$ cat src/rtl/spi_flash_pkg.sv
// Shared opcodes and FSM encoding for the SPI flash burst reader.
package spi_flash_pkg;

  localparam logic [7:0] CMD_FAST_READ = 8'h0B;
  localparam logic [7:0] CMD_DUAL_READ = 8'h3B;

  typedef enum logic [2:0] {
    ST_IDLE,
    ST_CMD,
    ST_ADDR,
    ST_DUMMY,
    ST_DATA,
    ST_CSH
  } state_t;

  // Opcode for the selected lane mode.
  function automatic logic [7:0] read_opcode(input logic dual);
    return dual ? CMD_DUAL_READ : CMD_FAST_READ;
  endfunction

endpackage

$ cat src/rtl/spi_rx_shifter.sv
// Byte capture shifter: LANES bits enter per SCK rise, MSB first.
// o_last flags that the next shift completes the byte; o_done pulses
// for one clk after the completing shift, with o_byte holding the byte.
module spi_rx_shifter #(
  parameter int LANES = 1
) (
  input  logic             clk,
  input  logic             rstn,
  input  logic             i_clr,
  input  logic             i_en,
  input  logic [LANES-1:0] i_d,
  output logic [7:0]       o_byte,
  output logic             o_last,
  output logic             o_done
);

  localparam logic [2:0] LAST = 3'(8 / LANES - 1);

  logic [7:0] r_sh;
  logic [2:0] r_cnt;
  logic       r_done;

  // Shift register, per-byte bit counter and completion pulse.
  always_ff @(posedge clk or negedge rstn) begin
    if (!rstn) begin
      r_sh   <= '0;
      r_cnt  <= '0;
      r_done <= 1'b0;
    end else if (i_clr) begin
      r_cnt  <= '0;
      r_done <= 1'b0;
    end else begin
      r_done <= 1'b0;
      if (i_en) begin
        r_sh <= {r_sh[7-LANES:0], i_d};
        if (r_cnt == LAST) begin
          r_cnt  <= '0;
          r_done <= 1'b1;
        end else begin
          r_cnt <= r_cnt + 3'd1;
        end
      end
    end
  end

  assign o_byte = r_sh;
  assign o_last = (r_cnt == LAST);
  assign o_done = r_done;

endmodule

$ cat src/rtl/spi_flash_burst_reader.sv
// Burst reader for serial NOR flash: one CS-low transaction of opcode,
// address, dummy cycles and len data bytes in single or dual-output mode.
// SCK runs at clk/2 and is held low before a byte's final rise while the
// consumer still holds the previous byte.
module spi_flash_burst_reader
  import spi_flash_pkg::*;
#(
  parameter int ADDR_W       = 24,
  parameter int LEN_W        = 16,
  parameter int DUMMY_CYCLES = 8,
  parameter int CS_HIGH_CLKS = 4
) (
  input  logic              clk,
  input  logic              rstn,
  input  logic              start,
  input  logic [ADDR_W-1:0] addr,
  input  logic [LEN_W-1:0]  len,
  input  logic              dual,
  input  logic              abort,
  output logic              busy,
  output logic              done,
  output logic [7:0]        out_data,
  output logic              out_valid,
  input  logic              out_ready,
  output logic              spi_sck,
  output logic              spi_cs_n,
  output logic              io0_o,
  output logic              io0_oe,
  input  logic              io0_i,
  input  logic              io1_i
);

  localparam int         TX_W    = 8 + ADDR_W;
  localparam logic [7:0] C_CMD   = 8'd7;
  localparam logic [7:0] C_ADDR  = 8'(ADDR_W - 1);
  localparam logic [7:0] C_DUMMY = 8'(DUMMY_CYCLES - 1);
  localparam logic [7:0] C_CSH   = 8'(CS_HIGH_CLKS - 1);

  state_t            r_state, w_nxt_state;
  logic [7:0]        r_cnt, w_nxt_cnt;
  logic [TX_W-1:0]   r_tx, w_nxt_tx;
  logic [LEN_W-1:0]  r_left, w_nxt_left;
  logic              r_dual, w_nxt_dual;
  logic              r_sck, w_nxt_sck;
  logic              r_cs_n, w_nxt_cs_n;
  logic              r_io0_o, w_nxt_io0_o;
  logic              r_io0_oe, w_nxt_io0_oe;
  logic              r_busy, w_nxt_busy;
  logic              r_done, w_nxt_done;
  logic [7:0]        r_out_data;
  logic              r_out_valid;

  logic              w_load, w_rx_clr, w_stall, w_shift;
  logic [7:0]        w_byte1, w_byte2, w_byte;
  logic              w_last1, w_last2, w_last;
  logic              w_done1, w_done2, w_byte_done;
  logic [7:0]        w_op;

  assign w_op        = read_opcode(dual);
  assign w_byte      = r_dual ? w_byte2 : w_byte1;
  assign w_last      = r_dual ? w_last2 : w_last1;
  assign w_byte_done = r_dual ? w_done2 : w_done1;

  // Stall only while SCK is low ahead of a byte's final rise.
  assign w_stall = (r_state == ST_DATA) && !r_sck && w_last && r_out_valid && !out_ready;
  assign w_shift = (r_state == ST_DATA) && !abort && !r_sck && !w_stall;

  spi_rx_shifter #(.LANES(1)) u_rx1 (
    .clk    (clk),
    .rstn   (rstn),
    .i_clr  (w_rx_clr),
    .i_en   (w_shift && !r_dual),
    .i_d    (io1_i),
    .o_byte (w_byte1),
    .o_last (w_last1),
    .o_done (w_done1)
  );

  spi_rx_shifter #(.LANES(2)) u_rx2 (
    .clk    (clk),
    .rstn   (rstn),
    .i_clr  (w_rx_clr),
    .i_en   (w_shift && r_dual),
    .i_d    ({io1_i, io0_i}),
    .o_byte (w_byte2),
    .o_last (w_last2),
    .o_done (w_done2)
  );

  // Next-state and next-output logic for the transaction FSM.
  always_comb begin
    w_nxt_state  = r_state;
    w_nxt_cnt    = r_cnt;
    w_nxt_tx     = r_tx;
    w_nxt_left   = r_left;
    w_nxt_dual   = r_dual;
    w_nxt_sck    = r_sck;
    w_nxt_cs_n   = r_cs_n;
    w_nxt_io0_o  = r_io0_o;
    w_nxt_io0_oe = r_io0_oe;
    w_nxt_busy   = r_busy;
    w_nxt_done   = 1'b0;
    w_load       = 1'b0;
    w_rx_clr     = 1'b0;
    unique case (r_state)
      ST_IDLE: begin
        if (start) begin
          if (len == '0) begin
            w_nxt_done = 1'b1;
          end else begin
            w_nxt_state  = ST_CMD;
            w_nxt_cnt    = '0;
            w_nxt_tx     = {w_op[6:0], addr, 1'b0};
            w_nxt_left   = len;
            w_nxt_dual   = dual;
            w_nxt_sck    = 1'b0;
            w_nxt_cs_n   = 1'b0;
            w_nxt_io0_o  = w_op[7];
            w_nxt_io0_oe = 1'b1;
            w_nxt_busy   = 1'b1;
            w_rx_clr     = 1'b1;
          end
        end
      end
      ST_CMD, ST_ADDR, ST_DUMMY, ST_DATA: begin
        if (abort) begin
          w_nxt_state  = ST_CSH;
          w_nxt_cnt    = '0;
          w_nxt_sck    = 1'b0;
          w_nxt_cs_n   = 1'b1;
          w_nxt_io0_o  = 1'b0;
          w_nxt_io0_oe = 1'b0;
          w_rx_clr     = 1'b1;
        end else begin
          if (!w_stall) w_nxt_sck = ~r_sck;
          // Everything below happens on the edge where SCK falls.
          if (r_sck) begin
            unique case (r_state)
              ST_CMD, ST_ADDR: begin
                w_nxt_io0_o = r_tx[TX_W-1];
                w_nxt_tx    = {r_tx[TX_W-2:0], 1'b0};
                if (r_state == ST_CMD && r_cnt == C_CMD) begin
                  w_nxt_state = ST_ADDR;
                  w_nxt_cnt   = '0;
                end else if (r_state == ST_ADDR && r_cnt == C_ADDR) begin
                  w_nxt_state = ST_DUMMY;
                  w_nxt_cnt   = '0;
                end else begin
                  w_nxt_cnt = r_cnt + 8'd1;
                end
              end
              ST_DUMMY: begin
                w_nxt_io0_oe = 1'b0;
                if (r_cnt == C_DUMMY) begin
                  w_nxt_state = ST_DATA;
                  w_nxt_cnt   = '0;
                end else begin
                  w_nxt_cnt = r_cnt + 8'd1;
                end
              end
              default: begin
                if (w_byte_done) begin
                  w_load     = 1'b1;
                  w_nxt_left = r_left - LEN_W'(1);
                  if (r_left == LEN_W'(1)) begin
                    w_nxt_state  = ST_CSH;
                    w_nxt_cnt    = '0;
                    w_nxt_sck    = 1'b0;
                    w_nxt_cs_n   = 1'b1;
                    w_nxt_io0_oe = 1'b0;
                  end
                end
              end
            endcase
          end
        end
      end
      ST_CSH: begin
        if (r_cnt == C_CSH) begin
          w_nxt_state = ST_IDLE;
          w_nxt_cnt   = '0;
          w_nxt_busy  = 1'b0;
          w_nxt_done  = 1'b1;
        end else begin
          w_nxt_cnt = r_cnt + 8'd1;
        end
      end
      default: w_nxt_state = ST_IDLE;
    endcase
  end

  // FSM state and registered SPI/control outputs.
  always_ff @(posedge clk or negedge rstn) begin
    if (!rstn) begin
      r_state  <= ST_IDLE;
      r_cnt    <= '0;
      r_tx     <= '0;
      r_left   <= '0;
      r_dual   <= 1'b0;
      r_sck    <= 1'b0;
      r_cs_n   <= 1'b1;
      r_io0_o  <= 1'b0;
      r_io0_oe <= 1'b0;
      r_busy   <= 1'b0;
      r_done   <= 1'b0;
    end else begin
      r_state  <= w_nxt_state;
      r_cnt    <= w_nxt_cnt;
      r_tx     <= w_nxt_tx;
      r_left   <= w_nxt_left;
      r_dual   <= w_nxt_dual;
      r_sck    <= w_nxt_sck;
      r_cs_n   <= w_nxt_cs_n;
      r_io0_o  <= w_nxt_io0_o;
      r_io0_oe <= w_nxt_io0_oe;
      r_busy   <= w_nxt_busy;
      r_done   <= w_nxt_done;
    end
  end

  // Output byte holding register; a new byte load beats the handshake clear.
  always_ff @(posedge clk or negedge rstn) begin
    if (!rstn) begin
      r_out_data  <= '0;
      r_out_valid <= 1'b0;
    end else if (w_load) begin
      r_out_data  <= w_byte;
      r_out_valid <= 1'b1;
    end else if (r_out_valid && out_ready) begin
      r_out_valid <= 1'b0;
    end
  end

  assign busy      = r_busy;
  assign done      = r_done;
  assign out_data  = r_out_data;
  assign out_valid = r_out_valid;
  assign spi_sck   = r_sck;
  assign spi_cs_n  = r_cs_n;
  assign io0_o     = r_io0_o;
  assign io0_oe    = r_io0_oe;

endmodule
$ cat config.mk
export PLATFORM = sky130hd
export DESIGN_NAME = spi_flash_burst_reader
export DESIGN_NICKNAME = d
export VERILOG_FILES = /design/src/rtl/spi_flash_pkg.sv /design/src/rtl/spi_rx_shifter.sv /design/src/rtl/spi_flash_burst_reader.sv
export SDC_FILE = /design/constraint.sdc
export NUM_CORES = 1
export LEC_CHECK = 0
export BUFFER_PORTS_ARGS = -buffer_cell sky130_fd_sc_hd__buf_2
export CAP_MARGIN = 15
export CELL_PAD_IN_SITES_DETAIL_PLACEMENT = 1
export CELL_PAD_IN_SITES_GLOBAL_PLACEMENT = 1
export CORE_AREA = 2 2 132 134
export DETAILED_ROUTE_END_ITERATION = 6
export DIE_AREA = 0 0 134 136
export PLACE_DENSITY = 0.54
export SYNTH_ARGS = -nofsm -noshare
export SYNTH_HDL_FRONTEND = slang
export SYNTH_SLANG_ARGS = --single-unit
$ cat constraint.sdc
create_clock -name clk -period 4.7 [get_ports clk]
set_input_delay 0.705 -clock clk [delete_from_list [all_inputs] [get_ports clk]]
set_output_delay 0.705 -clock clk [all_outputs]
set_load 0.005 [all_outputs]
==> results.sh <==
export IMPL_antenna_found_initial=0
export IMPL_synth_seq_cells=98
export IMPL_clockRootBuffer="clkbuf_16"
export IMPL_grt_max_degree=70
export IMPL_wire_per_inst_um=15.59
export IMPL_fp_dieW_um=134
export IMPL_p_comb_share_pct=39.1
export IMPL_fin_util_pct=33.97
export IMPL_crit_fanout=62
export IMPL_slew_headroom_pct=34.45
export IMPL_synth_edf_count=0
export IMPL_grt_pass1_vias=4224
export IMPL_nets=641
export IMPL_leakagePower_nw=2.540
export IMPL_grt_met1_usage_pct=19.55
export IMPL_grt_pass1_wl_um=21510
export IMPL_worst_pin_slew_ns=0.9832
export IMPL_cts_tree="yes"
export IMPL_worst_path_buf_inv=0
export IMPL_cts_buffer_depth=2
export IMPL_async_flop_share_pct=100.0
export IMPL_gr_total_overflow=0
export IMPL_rows=48
export IMPL_switching_share_pct=41.19
export IMPL_netSwitchingPower_w=0.001488
export IMPL_cp_top_family="simple AND/OR/NAND/NOR gates"
export IMPL_dp_hpwl_um=8706
export IMPL_grt_met3_usage_pct=3.057
export IMPL_critPathArrivalTime_ns=3.05
export IMPL_hold_viol_final=0
export IMPL_ant_nets=0
export IMPL_setup_viol=0
export IMPL_io_buffers=62
export IMPL_initial_core_util_pct=29.16
export IMPL_post_cts_setup_buffers=0
export IMPL_drtIter0Drc=183
export IMPL_worstSkewPairLatency_ns=0.35
export IMPL_synth_area_um2=4921
export IMPL_cp_required_ns=4.88
export IMPL_seq_area_frac_synth_pct=49.86
export IMPL_min_path_type="in2async"
export IMPL_finalClockSkew_ns=0.004187
export IMPL_postCtsHoldBufs=0
export IMPL_drt_first_pass_iters=5
export IMPL_p_per_area_nw_per_um2=630.0
export IMPL_min_period_ns=2.872
export IMPL_start_kind="register"
export IMPL_synthCells=540
export IMPL_cp_end_kind="register"
export IMPL_timing_max_cap_violations=0
export IMPL_diodes=0
export IMPL_synth_main_ff_cell="dfrtp_1"
export IMPL_critPathKind="reg2reg"
export IMPL_cts_sinks=98
export IMPL_drive_above_1_share_pct=19.43
export IMPL_coreArea_um2=16880
export IMPL_yosys_warnings=0
export IMPL_synth_cell_types=53
export IMPL_ctsResizeCount=0
export IMPL_grtUsageTotal_pct=14.84
export IMPL_top_usage_layer="met2"
export IMPL_avgSynthCellArea_um2=9.113
export IMPL_routed_via_count=4097
export IMPL_viasPerCell=5.015
export IMPL_post_route_drc_count=0
export IMPL_synth_net_count=594
export IMPL_ioPinCount=63
export IMPL_cpMaxStageDelayCell="a21o_2"
export IMPL_p_clk_share_pct=21.0
export IMPL_fin_tns_setup_ns=0
export IMPL_drt_total_wl_um=12740
export IMPL_cts_made_buffers=9
export IMPL_worst_path_largest_cell_delay_ns=0.80
export IMPL_cts_htree_levels=3
export IMPL_syn_to_final_growth_pct=16.50
export IMPL_dieArea_um2=18220
export IMPL_crit_chain="nor3_1 > and3_1 > a21o_2 > a31oi_1"
export IMPL_die_h_um=136
export IMPL_p_seq_share_pct=40.0
export IMPL_clock_fmax_ghz=0.3481
export IMPL_peakVddDrop_mv=0.2655
export IMPL_use_met2_pct=24.22
export IMPL_status="complete, no violations"
export IMPL_internal_power_w=0.002124
export IMPL_gp_congestion=0.7802
export IMPL_rsz0062_at_grt="false"
export IMPL_post_route_period_util_pct=61.12
export IMPL_clk_pin_slew_ns=0.07
export IMPL_drv_slew=0
-- synth_stat cells (all sizes together), types with 2 or more instances --
cell type / count / area [µm²]
nand4: 8 / 50.05
and2: 2 / 12.51
nand2b: 6 / 37.54
o21a: 3 / 22.52
nand2: 69 / 259.0
o311ai: 2 / 17.52
o22ai: 6 / 37.54
nor2: 76 / 285.3
mux2i: 10 / 100.1
nand3: 14 / 70.07
clkbuf: 24 / 90.09
a21oi: 43 / 215.2
a21o: 4 / 30.03
a31oi: 29 / 181.4
inv: 17 / 63.81
or3: 6 / 42.54
o21ai: 28 / 140.1
a32o: 3 / 30.03
nor2b: 3 / 18.77
or4: 2 / 18.77
o311a: 2 / 20.02
dfrtp: 97 / 2427
mux2: 19 / 214.0
nor3: 16 / 85.08
ha: 6 / 75.07
o31ai: 2 / 15.01
buf: 8 / 42.54
and3: 3 / 18.77
nor4: 10 / 90.08
a22o: 3 / 26.28
o22a: 5 / 43.79
-- placed cells by master (no fill, tap or decap), types with 8 or more instances in the layout --
| cell type | n |
|---|---|
| nand4_1 | 8 |
| buf_2 | 61 |
| clkbuf_16 | 9 |
| nor3_1 | 15 |
| mux2_2 | 19 |
| nor2_1 | 75 |
| a21oi_1 | 43 |
| o21ai_0 | 26 |
| dfrtp_1 | 97 |
| nand2_1 | 69 |
| inv_1 | 17 |
| a31oi_1 | 29 |
| nand3_1 | 14 |
| mux2i_1 | 10 |
-- kinds of logic after synthesis --
family                   after synthesis  synth area share, %
AND/OR/NAND/NOR                      221                21.08
buffers and inverters                 49                3.992
AO/OA/AOI/OAI                        136                16.98
adder cells (fa/ha/maj)                6                1.526
XOR/XNOR                               1               0.1780
flip-flops                            98                49.86
multiplexers                          29                6.382
-- power groups by stage --
stage	clock (W)	sequential, W	combinational, W
after floorplan	0	0.00135	0.00111
after global placement	0	0.00145	0.00140
after detailed placement	0	0.00146	0.00144
after CTS	0.000792	0.00145	0.00144
after global routing	0.000826	0.00150	0.00163
final	0.000757	0.00144	0.00141
-- through the flow --
stage | hold slack (ns) | setup slack (ns) | area [µm²] | power, W | std cells
floorplan | 0.4094 | 2.295 | 4921 | 0.002460 | 540
global placement | 0.4649 | 1.557 | 5431 | 0.002841 | 800
detailed placement | 0.4649 | 1.458 | 5431 | 0.002901 | 800
CTS | 0.4814 | 1.567 | 5725 | 0.003680 | 816
global route | 0.4983 | 1.510 | 5733 | 0.003952 | 817
finish | 0.4715 | 1.828 | 5733 | 0.003612 | 817
-- registers in the layout, summed over array words and instances (netlist names), 3 cells and up --
name          cells
r_cnt             8
u_rx2.r_cnt       3
out_data          8
r_left           16
r_state           3
u_rx1.r_cnt       3
u_rx1.o_byte      8
r_tx             31
u_rx2.o_byte      8
-- final cells by class --
cell class | instances | area [µm²]
flip-flops and latches | 98 | 2454
inverters | 17 | 63.81
fillers | 1943 | 11140
clock buffers | 10 | 229.0
multi-input cells | 393 | 2282
well taps | 225 | 281.5
clock inverters | 6 | 65.06
repair buffers | 68 | 357.8
-- metal layers --
| metal | vias up | part of all wire (%) |
|---|---|---|
| met5 | - | 0 |
| met4 | 0 | 1.4 |
| met3 | 12 | 2.7 |
| met2 | 35 | 47 |
| met1 | 2046 | 49 |
| li1 | 2004 | - |
-- final timing paths --
check / cells after the start / slack (ns) / from / to
min: 1 / 0.47 / rstn / r_left[10]
max in group asynchronous: 2 / 3.24 / rstn / spi_cs_n
min reg2reg: 1 / 0.48 / io0_oe / io0_oe
min in group clk: 1 / 0.48 / io0_oe / io0_oe
max: 4 / 1.83 / r_state[2] / r_tx[8]
max reg2reg: 4 / 1.83 / r_state[2] / r_tx[8]
Note: power is estimated with default switching activity, not from simulation.
